`src/rtl/encoder_pkg.sv`:
```
// encoder_pkg: shared constants, FSM state type and one-hot helper for
// the encoder_42_arb request encoder.
package encoder_pkg;

    localparam int ENC_N = 4;
    localparam int ENC_W = 2;

    typedef enum logic {
        IDLE = 1'b0,
        HOLD = 1'b1
    } enc_state_t;

    // One-hot expansion of a line index; bit idx is the only bit set.
    function automatic logic [ENC_N-1:0] onehot(input logic [ENC_W-1:0] idx);
        logic [ENC_N-1:0] r;
        r      = '0;
        r[idx] = 1'b1;
        return r;
    endfunction

endpackage

```
`src/rtl/enc_pri_sel.sv`:
```
// enc_pri_sel: combinational selector. Starting at index 'start' and
// descending modulo N, returns the first set bit of vec. With start tied
// to N-1 this is plain highest-index priority.
module enc_pri_sel
    import encoder_pkg::*;
#(
    parameter int N = ENC_N,
    parameter int W = ENC_W
) (
    input  logic [N-1:0] vec,
    input  logic [W-1:0] start,
    output logic [W-1:0] idx,
    output logic         any
);

    logic [W-1:0] pos;

    // Walk downward from start; N is a power of two so W-bit wrap is mod N.
    always_comb begin
        idx = '0;
        any = 1'b0;
        pos = start;
        for (int o = 0; o < N; o++) begin
            pos = start - W'(o);
            if (!any && vec[pos]) begin
                idx = pos;
                any = 1'b1;
            end
        end
    end

endmodule

```
`src/rtl/encoder_42_arb.sv`:
```
// encoder_42_arb: collects request lines into a sticky pending set and
// hands out one binary line index per valid/ready handshake.
// Optional macro ENCODER_ROUND_ROBIN_EN replaces fixed highest-index
// priority with a rotating search pointer.
//
// state | meaning
// IDLE  | nothing presented, valid=0
// HOLD  | code presented and held until accepted, valid=1
module encoder_42_arb
    import encoder_pkg::*;
#(
    parameter int N = ENC_N,
    parameter int W = ENC_W
) (
    input  logic         clk,
    input  logic         rst,
    input  logic         en,
    input  logic [N-1:0] req,
    output logic [W-1:0] code,
    output logic         valid,
    input  logic         ready,
    output logic [N-1:0] pending,
    output logic         merged
);

    enc_state_t   state;
    logic         ack;
    logic [N-1:0] code_oh;
    logic [N-1:0] ack_mask;
    logic [N-1:0] pending_nxt;
    logic [W-1:0] start;
    logic [W-1:0] sel_idx;
    logic         sel_any;

    assign valid = (state == HOLD);
    assign ack   = valid & ready;

    if (N == ENC_N && W == ENC_W) begin : g_oh_pkg
        assign code_oh = onehot(code);
    end else begin : g_oh_gen
        // Generic one-hot of the presented code for non-default sizes.
        always_comb begin
            code_oh       = '0;
            code_oh[code] = 1'b1;
        end
    end

    assign ack_mask    = ack ? code_oh : '0;
    // A fresh request on the line being acknowledged keeps its bit set.
    assign pending_nxt = (pending & ~ack_mask) | (en ? req : '0);

`ifdef ENCODER_ROUND_ROBIN_EN
    logic [W-1:0] ptr;

    // The search for the next code already uses the post-ack pointer, so the
    // line just granted is lowest priority for the back-to-back load.
    assign start = ack ? (code - W'(1)) : ptr;

    // Rotate the pointer past each granted line; hold it while idle.
    always_ff @(posedge clk) begin
        if (rst) begin
            ptr <= W'(N - 1);
        end else if (ack) begin
            ptr <= code - W'(1);
        end
    end
`else
    assign start = W'(N - 1);
`endif

    enc_pri_sel #(
        .N (N),
        .W (W)
    ) u_sel (
        .vec   (pending_nxt),
        .start (start),
        .idx   (sel_idx),
        .any   (sel_any)
    );

    // Pending set, coalesce flag and presentation FSM.
    always_ff @(posedge clk) begin
        if (rst) begin
            pending <= '0;
            code    <= '0;
            merged  <= 1'b0;
            state   <= IDLE;
        end else begin
            pending <= pending_nxt;
            merged  <= en & (|(req & pending & ~ack_mask));
            case (state)
                IDLE: begin
                    if (sel_any) begin
                        code  <= sel_idx;
                        state <= HOLD;
                    end
                end
                HOLD: begin
                    // Code stays put until accepted; no preemption.
                    if (ack) begin
                        if (sel_any) begin
                            code <= sel_idx;
                        end else begin
                            state <= IDLE;
                        end
                    end
                end
                default: state <= IDLE;
            endcase
        end
    end

endmodule

```
`config.mk`:
```
export PLATFORM = sky130hd
export DESIGN_NAME = encoder_42_arb
export DESIGN_NICKNAME = d
export VERILOG_FILES = /design/src/rtl/encoder_pkg.sv /design/src/rtl/enc_pri_sel.sv /design/src/rtl/encoder_42_arb.sv
export SDC_FILE = /design/constraint.sdc
export NUM_CORES = 1
export LEC_CHECK = 0
export CORE_AREA = 2 2 39 41
export DETAILED_ROUTE_END_ITERATION = 16
export DIE_AREA = 0 0 41 43
export GPL_ROUTABILITY_DRIVEN = 0
export GPL_TIMING_DRIVEN = 0
export MAX_ROUTING_LAYER = met4
export PLACE_DENSITY = 0.62
export SYNTH_ARGS = -nofsm -noshare
export SYNTH_HDL_FRONTEND = slang
export SYNTH_SLANG_ARGS = --single-unit
```
`constraint.sdc`:
```
create_clock -name clk -period 2.3 [get_ports clk]
set_input_delay 0.575 -clock clk [delete_from_list [all_inputs] [get_ports clk]]
set_output_delay 0.575 -clock clk [all_outputs]
set_load 0.02 [all_outputs]
```
==> metrics <==
outcome complete, no violations; Placeable Area 1380 µm²; RSZ-0062 raised after global routing false; CP max FO 6; IR drop worst, VDD 0.212 mV; number of distinct library cells after synthesis 17; Max Clock Freq 495 MHz; Syn. warnings 0; count of mapped cells out of synthesis 39; count leader, synth sky130_fd_sc_hd__dfxtp_1; commonest register cell after synthesis sky130_fd_sc_hd__dfxtp_1; depth of the worst register-to-register path 5; count of pins on the block boundary 16; CP Launch Point ready; top post-synthesis cells by area sky130_fd_sc_hd__dfxtp_1, sky130_fd_sc_hd__a22oi_1, sky130_fd_sc_hd__nor2_1; number of optimization iterations in the first detailed-route pass 2; r2r setup slk just over 700 ps; clock root buffer sky130_fd_sc_hd__clkbuf_4; number of antenna violations at the first check in global routing 0; setup bufs post-CTS 0; worst max-slew margin expressed relative to the limit between 70% and 80%; cell-by-cell listing of the critical path clkdlybuf4s50_1 > nand4b_1 > a22oi_1 > and4_1 > nor2_1 > a311oi_1; global-route wire length before repair approximately 1.2 mm; type of the most critical hold path reg2reg; HP Start pending[1]; Synth top area share between 40 and 50%; slowest library cell on the worst path sky130_fd_sc_hd__clkdlybuf4s50_1; library cell occupying the most area in the post-synthesis netlist sky130_fd_sc_hd__dfxtp_1; DR vias 355; number of gates resized after cts 0; Cell Rows 14; worst hold slack across all endpoints around 530 ps; starting density of the core a little over a quarter; average detailed-routed wire length per instance 12.1 µm; combined global-route utilization of all metal layers 11.0%; transition at the pin with the smallest max-transition slack 372 ps; count of routing violations after the opening detailed-route iteration 2; proportion of register bits with asynchronous set or reset after synthesis 0%; count of cells along the worst hold path 2; vias in the first global route between 200 and 300; pins over their slew limit 0; overall routed net length between 800 and 900 µm; Antenna Diode Count 0; hold-fix buffer count after cts 0; total power divided by cell area between 600 and 700 nW/µm²; final period demand of the worst path between 2000 and 2500 ps; area growth from synthesis to layout 50.7%; number of enable flip-flop cells after synthesis 0; horizontal extent of the die 41 µm; critical register-to-register path endpoint code[0]; CTS max path bufs 2; launching point of the worst reg2reg path valid; clock latency on the worst-skew pair 260 ps; TritonCTS clock tree done; maximum number of pins on one net before global-route repair 9; most numerous cell types in the synthesized netlist sky130_fd_sc_hd__dfxtp_1, sky130_fd_sc_hd__nor2_1, sky130_fd_sc_hd__a22oi_1, sky130_fd_sc_hd__nand3_1, sky130_fd_sc_hd__a21oi_1; delay contributed by the slowest stage of the critical path 550 ps; total global routing overflow 0; Clock Pin Slew Worst Setup and Hold Paths 60 ps; type of the worst setup path in2reg; final instance area 543 µm²; syn nets 47; clock sink count 8; data required time at the worst endpoint 2480 ps; DRC viols 0; Max Cap Violations 0; die height roughly 43 µm; leakage 0.201 nW; period utilization 87.9%; Area after DPL ~520 µm²; die area about 1800 µm²; final hold viol count 0; Port Buffers 14; Fin Clk Skew 11.1 ps; fin nets 66; estimated wirelength of the detail-placed design between 600 and 700 µm; number of fillers in the final layout ~160; post-synthesis instance area between 300 and 400 µm²; end of the worst hold path merged; total CTS buffers 3; sort of element at the start of the critical path primary input; Via-to-Cell Ratio ~4.9; count of nets left with antenna violations after detail routing 0; Synth Register Bits 8; mean instance size in the synthesized netlist 9.24 µm²; Seq/Total Area, Yosys between 40% and 50%; number of H-tree levels 1; endpoint kind of the worst setup timing path flop; Setup Viol. Count Final 0; worst path arrival time between 2000 and 2500 ps; proportion of layout cells with a drive suffix above 1 7.14%
worst max-delay path by stage:
stage | end | slack (ps) | cells past startpoint
floorplan | code[0] | 780 | 5
global placement | code[0] | -6 | 6
detailed placement | code[0] | -10 | 6
CTS | code[0] | 280 | 6
global route | code[0] | 130 | 6
finish | code[0] | 280 | 6
kinds of logic after synthesis:
group	Yosys count	share of synthesized area, %
flip-flops	8	44.4
AO/OA/AOI/OAI	11	22.2
buffers and inverters	1	1.04
AND/OR/NAND/NOR	19	32.3
per-layer routing:
| layer | share of wire, % | wire (µm) | track usage (%) |
|---|---|---|---|
| met5 | 0 | 0 | - |
| met4 | 1.8 | 16 | 10.0 |
| met3 | 7.8 | 68 | 4.71 |
| met2 | 45 | 387 | 14.1 |
| met1 | 46 | 396 | 12.1 |
layout by cell type (no fill, tap or decap), drive strengths merged:
cell type	netlist	routed
buf	1	1
nor2	6	6
clkbuf	0	3
nand2b	1	1
a311oi	1	1
clkdlybuf4s50	0	14
nand4	1	1
a22oi	4	4
and2b	1	1
a21oi	3	3
nand4bb	1	1
nand3	4	4
dfxtp	8	8
nand4b	2	2
or2b	2	2
and4	1	1
a41oi	1	1
o21ba	1	1
a21o	1	1
report_power, final:
| group | internal (mW) | switching, mW | total [mW] |
|---|---|---|---|
| Clock | 0.0599 | 0.0509 | 0.111 |
| Sequential | 0.151 | 0.0114 | 0.162 |
| Combinational | 0.0479 | 0.0420 | 0.0899 |
metrics by stage:
step                utilization [%]  setup TNS, ps  cells  setup WS [ps]  power (mW)
floorplan                         -              0     39            781       0.211
global placement               37.6          -5.80     69          -5.80       0.255
detailed placement             37.6          -10.9     69          -10.9       0.255
CTS                            39.2              0     72            284       0.363
global route                   39.2              0     72            126       0.378
finish                         39.2              0     72            279       0.363
flip-flops by register name, summed over array words and instances, names as in the netlist:
name     flops
merged       1
code         2
pending      4
valid        1
cell type report:
| class | count | area, µm² | share of cell area [%] |
|---|---|---|---|
| flip-flops and latches | 8 | 160 | 29.5 |
| clock buffers | 3 | 22.5 | 4.15 |
| plain buffers | 1 | 3.75 | 0.691 |
| well taps | 16 | 20.0 | 3.69 |
| repair buffers | 14 | 140 | 25.8 |
| multi-input cells | 30 | 196 | 36.2 |
worst max-delay path, delay by kind of cell:
kind | cells | cell delay (ps)
AOI/OAI and AO/OA | 2 | 560
and+or+nand+nor | 3 | 500
buffers and inverters | 1 | 550
(Power assumes the default switching activity.)
